File: src/rtl/updown_counter_param.sv
// Parametrised up/down counter with modulo limit, wrap/saturate boundary mode,
// terminal-count pulse and a saturating tally of wrap events.
module updown_counter_param #(
    parameter int unsigned WIDTH   = 4,
    parameter int unsigned MAX_VAL = 2**WIDTH - 1,
    parameter int unsigned WRAP_W  = 8,
    parameter int unsigned RST_VAL = 0
) (
    input  logic              clk,
    input  logic              rst,
    input  logic              en,
    input  logic              up_dn,
    input  logic              sat_mode,
    input  logic              load,
    input  logic [WIDTH-1:0]  load_val,
    input  logic              clr_wrap,
    output logic [WIDTH-1:0]  count,
    output logic              at_max,
    output logic              at_min,
    output logic              tc,
    output logic [WRAP_W-1:0] wrap_cnt
);

    localparam logic [WIDTH-1:0]  MAX_C  = WIDTH'(MAX_VAL);
    localparam logic [WIDTH-1:0]  RST_C  = WIDTH'(RST_VAL);
    localparam logic [WRAP_W-1:0] WRAP_F = {WRAP_W{1'b1}};

    logic [WIDTH-1:0]  count_q, count_nxt;
    logic [WRAP_W-1:0] wrap_q, wrap_nxt;
    logic              tc_q, tc_nxt;
    logic              wrap_ev;

    // Next count is always selected from bounded candidates, never taken modulo 2**WIDTH.
    always_comb begin
        count_nxt = count_q;
        tc_nxt    = 1'b0;
        wrap_ev   = 1'b0;
        if (load) begin
            count_nxt = (load_val > MAX_C) ? MAX_C : load_val;
        end else if (en) begin
            if (up_dn) begin
                if (count_q == MAX_C) begin
                    tc_nxt = 1'b1;
                    if (!sat_mode) begin
                        count_nxt = '0;
                        wrap_ev   = 1'b1;
                    end
                end else begin
                    count_nxt = count_q + WIDTH'(1);
                end
            end else begin
                if (count_q == '0) begin
                    tc_nxt = 1'b1;
                    if (!sat_mode) begin
                        count_nxt = MAX_C;
                        wrap_ev   = 1'b1;
                    end
                end else begin
                    count_nxt = count_q - WIDTH'(1);
                end
            end
        end
    end

    // Clear beats a simultaneous wrap; the tally sticks at all-ones.
    always_comb begin
        wrap_nxt = wrap_q;
        if (clr_wrap) begin
            wrap_nxt = '0;
        end else if (wrap_ev && (wrap_q != WRAP_F)) begin
            wrap_nxt = wrap_q + WRAP_W'(1);
        end
    end

    always_ff @(posedge clk or negedge rst) begin
        if (!rst) begin
            count_q <= RST_C;
            tc_q    <= 1'b0;
            wrap_q  <= '0;
        end else begin
            count_q <= count_nxt;
            tc_q    <= tc_nxt;
            wrap_q  <= wrap_nxt;
        end
    end

    assign count    = count_q;
    assign tc       = tc_q;
    assign wrap_cnt = wrap_q;
    assign at_max   = (count_q == MAX_C);
    assign at_min   = (count_q == '0);

endmodule

File: config.mk
export PLATFORM = sky130hd
export DESIGN_NAME = updown_counter_param
export DESIGN_NICKNAME = d
export VERILOG_FILES = /design/src/rtl/updown_counter_param.sv
export SDC_FILE = /design/constraint.sdc
export NUM_CORES = 1
export LEC_CHECK = 0
export CORE_MARGIN = 10
export CORE_UTILIZATION = 45
export CTS_CLUSTER_DIAMETER = 40
export DETAILED_ROUTE_END_ITERATION = 10
export GPL_ROUTABILITY_DRIVEN = 0
export PLACE_DENSITY_LB_ADDON = 0.25
export SETUP_SLACK_MARGIN = 0.4
export SLEW_MARGIN = 20
export SYNTH_ARGS = -nofsm -noshare
export SYNTH_HDL_FRONTEND = slang
export SYNTH_SLANG_ARGS = --single-unit
File: constraint.sdc
create_clock -name clk -period 2.6 [get_ports clk]
set_input_delay 0.26 -clock clk [delete_from_list [all_inputs] [get_ports clk]]
set_output_delay 0.26 -clock clk [all_outputs]
set_load 0.05 [all_outputs]
==> results of run 1 <==
[worst reg2reg max path, delay by kind of cell, from the launching register on]
family / cells / cell delay (ns)
and+or+nand+nor: 3 / 0.90
adders and majority gates: 1 / 0.21
buffers and inverters: 1 / 0.11
AOI/OAI and AO/OA: 2 / 0.35
DFF: 1 / 0.46
[through the flow]
step | cell area [um2] | hold WS, ns | total power (W) | util, % | worst slack, ns
after floorplan | 846 | -0.0356 | 0.000348 | - | 0.439
after global placement | 1110 | 0.543 | 0.000404 | 63.7 | 0.510
after detailed placement | 1110 | 0.557 | 0.000407 | 63.7 | 0.409
after CTS | 1140 | 0.378 | 0.000535 | 65.4 | 0.452
after global routing | 1140 | 0.400 | 0.000563 | 65.6 | 0.407
final | 1140 | 0.356 | 0.000533 | 65.6 | 0.496
[state kept, by name, summed over array words and instances (netlist names)]
signal    count
tc            1
wrap_cnt      8
count         4
[final cells by class]
class	count	area (um2)	area share (%)
multi-input combinational	70	485	42.4
sequential	13	328	28.6
timing repair buffer	27	263	23.0
tap	25	31.3	2.73
clock buffer	4	26.3	2.30
inverter	3	11.3	0.984
[path summary, 6_finish.rpt]
kind / startpoint / end / slack [ns] / cells past startpoint
max: count[0] / wrap_cnt[5] / 0.50 / 7
min: rst / wrap_cnt[6] / 0.36 / 1
max reg2reg: count[0] / wrap_cnt[5] / 0.50 / 7
min reg2reg: wrap_cnt[6] / wrap_cnt[6] / 0.57 / 2
max in group asynchronous: rst / count[1] / 1.82 / 1
min in group clk: load_val[3] / count[3] / 0.54 / 3
[power by group]
group / internal (W) / switching [W] / leakage (nW)
Clock: 0.0000593 / 0.0000702 / 0.0150
Sequential: 0.000213 / 0.0000194 / 0.171
Combinational: 0.0000687 / 0.000103 / 0.304
[routing by layer]
| layer | global-route usage, % | part of all wire, % |
|---|---|---|
| met1 | 13.3 | 49 |
| met2 | 16.2 | 43 |
| met3 | 4.06 | 6.8 |
| met4 | 2.46 | 0.72 |
| met5 | 0 | 0 |
[cells in the mapped netlist (2+ instances only)]
cell,n,area [um2]
o311ai_0,2,17.5
dfrtp_1,13,325
ha_1,3,37.5
nand2_1,7,26.3
and3_1,3,18.8
inv_1,3,11.3
nand4_1,4,25.0
nor2_1,10,37.5
mux2i_1,2,20.0
a21oi_1,4,20.0
o21ai_0,5,25.0
nand3_1,4,20.0
xor2_1,6,52.6
[placed cells by master (no fill, tap or decap), types with 3 or more instances in the layout]
cell type / count
nand4_1: 4
nand3_1: 4
a21oi_1: 4
and3_1: 3
inv_1: 3
nor2_1: 10
o21ai_0: 5
xor2_1: 6
clkdlybuf4s50_1: 23
nand2_1: 7
clkbuf_4: 3
dfrtp_1: 11
[cells by family after synthesis]
group	Yosys count	synth area share, %
adder cells (fa/ha/maj)	3	4.45
buffers and inverters	7	4.15
XOR/XNOR	7	7.27
AO/OA/AOI/OAI	19	17.4
flip-flops	13	38.6
multiplexers	2	2.37
AND/OR/NAND/NOR	39	25.8
[what timing repair did]
| item | CTS | global route |
|---|---|---|
| setup buffers | 1 | 0 |
| pin swaps | 1 | 1 |
| resized for setup | 2 | 2 |
| endpoints found under the setup margin | 3 | 5 |
==> results_dict.tcl, run 1 <==
set metrics [dict create \
    grt_pass1_wl_um 3530 \
    clk_latency_ns 0.27 \
    antenna_found_initial 0 \
    critical_path_class "register to register" \
    cts_root_buf "clkbuf_4" \
    vias 759 \
    path_buf_inv 1 \
    numPortBuffers 25 \
    setup_violations 0 \
    cp-start-kind "register" \
    cp_max_fo 8 \
    cp_cell_sequence "inv_1, ha_2, or4b_4, a21oi_4, nand2_4, or3_1, a21oi_1" \
    crit_slowest_cell "or4b_4" \
    ys.flop_type "dfrtp_1" \
    cts.sinks 13 \
    crit_arrival_ns 2.30 \
    diodes 0 \
    hold_buffers 0 \
    tritoncts "yes" \
    grt_pass1_vias 760 \
    outcome "complete, no violations" \
    hold_viol_final 0 \
    die_x_um 63.3 \
    clock.fmax_mhz 475 \
    viasPerCell 5.35 \
    synth_cells 90 \
    drt_pass1_iterations 4 \
    rsz0062_at_grt "no" \
    rows 15 \
    dp_hpwl_um 1560 \
    slowest_delay_ns 0.49 \
    ant_nets 0 \
    start_util_pct 48.3 \
    vdd_drop_max_uv 334 \
    synth-seq-area-share_pct 38.6 \
    skew_ns 0.000477 \
    path_delay_family "simple AND/OR/NAND/NOR gates" \
    synth_cell_types 37 \
    syn_to_final_growth_pct 35.8 \
    p_leak_nw 0.490 \
    layout-drive-gt1-share_pct 12.0 \
    clkTransAtPathRegs_ns 0.09 \
    critPathCaptureType "register" \
    maxCapViolations 0 \
    synth-async-reset-ratio_pct 100 \
    synth_seq_cells 13 \
    nets 132 \
    grt.total_usage_pct 10.5 \
    wirelength_um 2090 \
    wl_per_cell_um 14.7 \
    synth-edff-count 0 \
    clk_path_buf_depth 2 \
    io_pins 26 \
    die_h_um 63.3 \
    period_needed_ns 2.10 \
    worst_pin_slew_ns 0.594 \
    cts_buffers 3 \
    dp.cells 137 \
    powerDensity_nw_per_um2 466 \
    dieArea_um2 4010 \
    relSlewSlack_pct 60.3 \
    grt_max_degree 14 \
    cp.required_ns 2.79 \
    min_path_type "input port to asynchronous set/reset pin" \
    slew_viol_final 0 \
    layout.cells.non_filler 142 \
    core_um2 1750 \
    drcViolationCount 0 \
    gr-total-overflow 0 \
    ys_warn_count 0 \
    setup_tns_ns 0 \
    drt_iter0_markers 16 \
    synth.avg_cell_area_um2 9.37 \
    syn-cell-area_um2 843 \
    nFillCells 154 \
    htreeDepth 1 \
    final_min_period_over_clock_period_pct 80.9 \
    syn-num-nets 104 \
]
Power figures use the tool's default switching activity.
==> inputs of run 2 (changes only) <==
--- a/config.mk
+++ b/config.mk
@@ -6,7 +6,7 @@
 export NUM_CORES = 1
 export LEC_CHECK = 0
 export CORE_MARGIN = 10
-export CORE_UTILIZATION = 45
+export CORE_UTILIZATION = 41
 export CTS_CLUSTER_DIAMETER = 40
 export DETAILED_ROUTE_END_ITERATION = 10
 export GPL_ROUTABILITY_DRIVEN = 0
==> constraint.sdc (replaced) <==
create_clock -name clk -period 1.8 [get_ports clk]
set_input_delay 0.18 -clock clk [delete_from_list [all_inputs] [get_ports clk]]
set_output_delay 0.18 -clock clk [all_outputs]
set_load 0.05 [all_outputs]
==> run 2 against run 1 <==
Compared with the run above:
- global-route usage is 1.4 points higher
- the run now ends with negative setup slack left
- clock-buffer cell count stayed put
- fmax is 7.3% higher
- clock power is 39% higher
==> results_dict.tcl, run 2 (synthesized netlist as in run 1, its figures left out) <==
set metrics [dict create \
    final_cell_mix "buf_4 (24), clkdlybuf4s50_1 (10), nor2_1 (9), dfrtp_1 (9), xor2_1 (6)" \
    grt_max_degree 14 \
    reg2regPathDepth 8 \
    path_buf_inv 2 \
    io_pins 26 \
    rrSetupSlack_ns -0.16 \
    skew_ns 0.00582 \
    critical_path_class "register to register" \
    die_h_um 65.4 \
    p_leak_nw 0.608 \
    finish.utilization_pct 68.8 \
    rsz0062_at_grt "yes" \
    hold_buffers 0 \
    period_needed_ns 1.96 \
    cts_root_buf "clkbuf_4" \
    endpoint "wrap_cnt[5]" \
    dieArea_um2 4270 \
    rr_endpoint "wrap_cnt[5]" \
    dp_hpwl_um 1760 \
    vdd_drop_max_uv 431 \
    tritoncts "yes" \
    crit_arrival_ns 2.16 \
    gr-total-overflow 0 \
    grt.total_usage_pct 11.9 \
    layout.cells.non_filler 162 \
    start_util_pct 43.0 \
    clkTransAtPathRegs_ns 0.08 \
    setup_violations 11 \
    wl_per_cell_um 15.9 \
    syn_to_final_growth_pct 59.9 \
    powerDensity_nw_per_um2 659 \
    layout-drive-gt1-share_pct 43.0 \
    place_ws_ns -0.204 \
    drt_pass1_iterations 4 \
    cts.sinks 13 \
    maxCapViolations 0 \
    cp_cell_sequence "buf_4, ha_2, nand4_1, buf_4, a21oi_4, nand2_4, or3_1, a21oi_1" \
    slew_viol_final 0 \
    cts_buffers 3 \
    cp_num_cells 8 \
    critPathCaptureType "register" \
    wirelength_um 2580 \
    cp.required_ns 2.00 \
    clk_latency_ns 0.28 \
    antenna_found_initial 0 \
    path_common_cell "buf_4" \
    drt_iter0_markers 30 \
    worst_pin_slew_ns 0.568 \
    core_um2 1960 \
    largest_reg_flops 8 \
    crit_slowest_cell "dfrtp_2" \
    grt_pass1_wl_um 4110 \
    final_min_period_over_clock_period_pct 109 \
    grt_pass1_vias 896 \
    nFillCells 180 \
    cp-start-kind "register" \
    path_delay_family "simple AND/OR/NAND/NOR gates" \
    dp.cells 149 \
    drcViolationCount 0 \
    relSlewSlack_pct 62.0 \
    rr_startpoint "count[0]" \
    die_x_um 65.4 \
    violations "negative setup slack" \
    slowest_delay_ns 0.38 \
    viasPerCell 5.37 \
    clock.fmax_mhz 510 \
    clk_path_buf_depth 2 \
    numPortBuffers 25 \
    setup_ws_ns -0.160 \
    nets 150 \
    ant_nets 0 \
    startpoint "count[0]" \
    outcome "finished, violations left" \
    vias 870 \
    rows 16 \
    diodes 0 \
    hold_viol_final 0 \
    final_common_cell "buf_4" \
    cp_max_fo 7 \
    htreeDepth 1 \
    min_path_type "input port to asynchronous set/reset pin" \
]
run 2: cell types whose count changed in the layout (fill, tap and decap cells not counted), moves of 3 or more:
cell | before | now
inv_2 | 0 | 3
buf_4 | 2 | 24
inv_1 | 3 | 0
clkdlybuf4s50_1 | 23 | 10
clkdlybuf4s15_2 | 0 | 3
clkbuf_2 | 0 | 3
run 2: worst min-delay path by stage:
stage,startpoint,depth (start not counted),slack (ns),endpoint
after floorplan,rst,0,-0.12,count[0]
after global placement,wrap_cnt[1],2,0.55,wrap_cnt[1]
after detailed placement,wrap_cnt[6],2,0.55,wrap_cnt[6]
after CTS,rst,1,0.27,wrap_cnt[6]
after global routing,rst,1,0.29,wrap_cnt[0]
final,rst,1,0.26,wrap_cnt[6]
run 2: worst reg2reg max path: stages, from the launching register on:
cell and delay (ns):
dfrtp_2 0.38, buf_4 0.15, ha_2 0.18, nand4_1 0.20, buf_4 0.21, a21oi_4 0.26, nand2_4 0.07, or3_1 0.31
a21oi_1 0.12
run 2: where the power goes:
part | leakage (nW) | switching (W) | internal [W]
registers | 0.169 | 0.00000959 | 0.000308
logic | 0.424 | 0.000215 | 0.000176
clock network | 0.0150 | 0.0000929 | 0.0000859
total | 0.608 | 0.000318 | 0.000571
run 2: routing by layer:
metal / vias up / track usage [%] / wire (um)
li1: 413 / - / -
met1: 427 / 12.9 / 1080
met2: 24 / 20.1 / 1300
met3: 6 / 4.92 / 156
met5: - / 0 / 0
met4: 0 / 4.81 / 46
run 2: cell type report:
cell class	instances	area (um2)	area share (%)
Sequential cell	13	330	24.5
Timing Repair Buffer	45	400	29.7
Inverter	3	11.3	0.835
Tap cell	27	33.8	2.50
Clock buffer	4	26.3	1.95
Multi-Input combinational cell	70	547	40.5
run 2: metrics by stage:
| step | cell area (um2) | hold slack, ns | setup TNS [ns] | total power [W] |
|---|---|---|---|---|
| 6_report | 1350 | 0.263 | -0.894 | 0.000888 |
| 5_1_grt | 1350 | 0.294 | -1.67 | 0.000942 |
| 4_1_cts | 1290 | 0.273 | -0.485 | 0.000853 |
| 3_5_place_dp | 1220 | 0.550 | -1.14 | 0.000653 |
| 3_3_place_gp | 1220 | 0.553 | -0.834 | 0.000644 |
| 2_1_floorplan | 872 | -0.116 | -1.15 | 0.000520 |
run 2: what timing repair did:
action,4_1_cts,5_1_grt
buffers inserted,3,6
setup endpoints to repair,22,19
pin swaps,5,8
gates resized for setup,21,11
==> inputs of run 3 (changes only) <==
--- a/config.mk
+++ b/config.mk
@@ -11,7 +11,7 @@
 export DETAILED_ROUTE_END_ITERATION = 10
 export GPL_ROUTABILITY_DRIVEN = 0
 export PLACE_DENSITY_LB_ADDON = 0.25
-export SETUP_SLACK_MARGIN = 0.4
+export SETUP_SLACK_MARGIN = 0.2
 export SLEW_MARGIN = 20
 export SYNTH_ARGS = -nofsm -noshare
 export SYNTH_HDL_FRONTEND = slang
==> run 3 against run 2 <==
Compared with the run above:
- the run still ends with negative setup slack left
- fmax rose by 0.11%
- final cell count increased by 1.2%
- first-iteration DRC count is 43% higher
- via count rose by 0.46%
- wire length decreased by 0.93%
- register-to-register slack is essentially flat
- worst hold slack improved by 0.012 ns
- cell area grew 1.6%
- highest routed layer unchanged
==> results_dict.tcl, run 3 (synthesized netlist as in run 1, its figures left out) <==
set metrics [dict create \
    place_ws_ns -0.209 \
    worst_pin_slew_ns 0.593 \
    grt_pass1_vias 847 \
    power.share.clock_pct 20.9 \
    drt_pass1_iterations 4 \
    final_min_period_over_clock_period_pct 109 \
    numPortBuffers 25 \
    cp.required_ns 2.00 \
    vdd_drop_max_uv 475 \
    ant_nets 0 \
    rsz0062_at_grt "yes" \
    start_util_pct 43.0 \
    largest_reg_flops 8 \
    grt_use_met1_pct 13.0 \
    outcome "finished, violations left" \
    antenna_found_initial 0 \
    relSlewSlack_pct 60.4 \
    grt_max_degree 14 \
    period_needed_ns 1.96 \
    gr-total-overflow 0 \
    path_delay_family "simple AND/OR/NAND/NOR gates" \
    crit_arrival_ns 2.16 \
    cp_cell_sequence "inv_2, ha_4, or4b_4, a21oi_4, nand2_4, or3_1, a21oi_1" \
    clk_path_buf_depth 2 \
    combPwrFrac_pct 42.8 \
    drt_iter0_markers 43 \
    cts_buffers 3 \
    hold_viol_final 0 \
    met3_usage_pct 4.58 \
    cts.sinks 13 \
    p_sw_w 0.000308 \
    io_pins 26 \
    rows 16 \
    setup_tns_ns -1.17 \
    die_h_um 65.4 \
    final_cell_mix "buf_4 (25), clkdlybuf4s50_1 (10), nor2_1 (9), dfrtp_1 (9)" \
    grt.total_usage_pct 11.1 \
    layout-drive-gt1-share_pct 40.1 \
    setup_violations 10 \
    final_common_cell "buf_4" \
    wirelength_um 2550 \
    grt_pass1_wl_um 3890 \
    diodes 0 \
    nets 152 \
    violations "negative setup slack" \
    drcViolationCount 0 \
    nFillCells 163 \
    grt_busiest_layer "met2" \
    maxCapViolations 0 \
    htreeDepth 1 \
    final_area_um2 1370 \
    syn_to_final_growth_pct 62.5 \
    slowest_delay_ns 0.48 \
    path_buf_inv 1 \
    rr_startpoint "count[0]" \
    startpoint "count[0]" \
    clk_latency_ns 0.27 \
    wl_per_cell_um 15.6 \
    p_leak_nw 0.655 \
    cp_max_fo 5 \
    setup_ws_ns -0.158 \
    switching_share_pct 35.3 \
    viasPerCell 5.33 \
    use_met2_pct 18.5 \
    cp-start-kind "register" \
    place_area_um2 1210 \
    clkTransAtPathRegs_ns 0.08 \
    core_um2 1960 \
    dp_hpwl_um 1780 \
    crit_slowest_cell "or4b_4" \
    hold_slack_ns 0.275 \
    tritoncts "yes" \
    hold_buffers 0 \
    p_int_w 0.000565 \
    die_x_um 65.4 \
    critical_path_class "register to register" \
    dieArea_um2 4270 \
    critPathCaptureType "register" \
    clock.fmax_mhz 511 \
    vias 874 \
    powerDensity_nw_per_um2 638 \
    cts_root_buf "clkbuf_4" \
    pwr-share-seq_pct 36.2 \
    min_path_type "input port to asynchronous set/reset pin" \
    slew_viol_final 0 \
    skew_ns 0.000668 \
]
[run 3: cell types whose count changed in the layout (fill, tap and decap cells not counted), sizes merged]
cell,change
dlygate4sd2,+5
clkbuf,-3
clkdlybuf4s15,-3
buf,+2
dlymetal6s2s,+1
[run 3: power groups by stage]
stage               clock network, W  registers [W]  logic [W]
finish                      0.000183       0.000317   0.000374
global placement                   0       0.000322   0.000316
global route                0.000200       0.000319   0.000399
detailed placement                 0       0.000323   0.000321
floorplan                          0       0.000385   0.000132
CTS                         0.000183       0.000317   0.000352
[run 3: timing repair]
action,in CTS,in global routing
endpoints found under the setup margin,19,16
pin swaps,9,4
buffers inserted,9,3
resized for setup,14,8
[run 3: per-layer routing]
metal | wire (um) | vias up | part of all wire (%)
li1 | - | 421 | -
met1 | 1110 | 420 | 43
met2 | 1250 | 31 | 49
met3 | 188 | 2 | 7.4
met4 | 10 | 0 | 0.39
met5 | 0 | - | 0
[run 3: final cells by class]
cell class | count | area, um2 | area share, %
multi-input combinational | 70 | 542 | 39.5
tap | 27 | 33.8 | 2.47
inverter | 3 | 11.3 | 0.822
timing repair buffer | 47 | 427 | 31.1
sequential | 13 | 330 | 24.1
clock buffer | 4 | 26.3 | 1.92
[run 3: path summary, 6_finish.rpt]
kind	end	slack (ns)	depth (start not counted)
max in group asynchronous	count[0]	1.10	1
min reg2reg	wrap_cnt[1]	0.57	2
min	wrap_cnt[1]	0.27	1
min in group clk	count[1]	0.45	3
max reg2reg	wrap_cnt[5]	-0.16	7
max	wrap_cnt[5]	-0.16	7
[run 3: through the flow]
step	total power [W]	util, %	instances
after floorplan	0.000517	-	90
after global placement	0.000638	61.5	148
after detailed placement	0.000644	61.5	148
after CTS	0.000852	67.3	161
after global routing	0.000917	69.8	164
final	0.000874	69.8	164
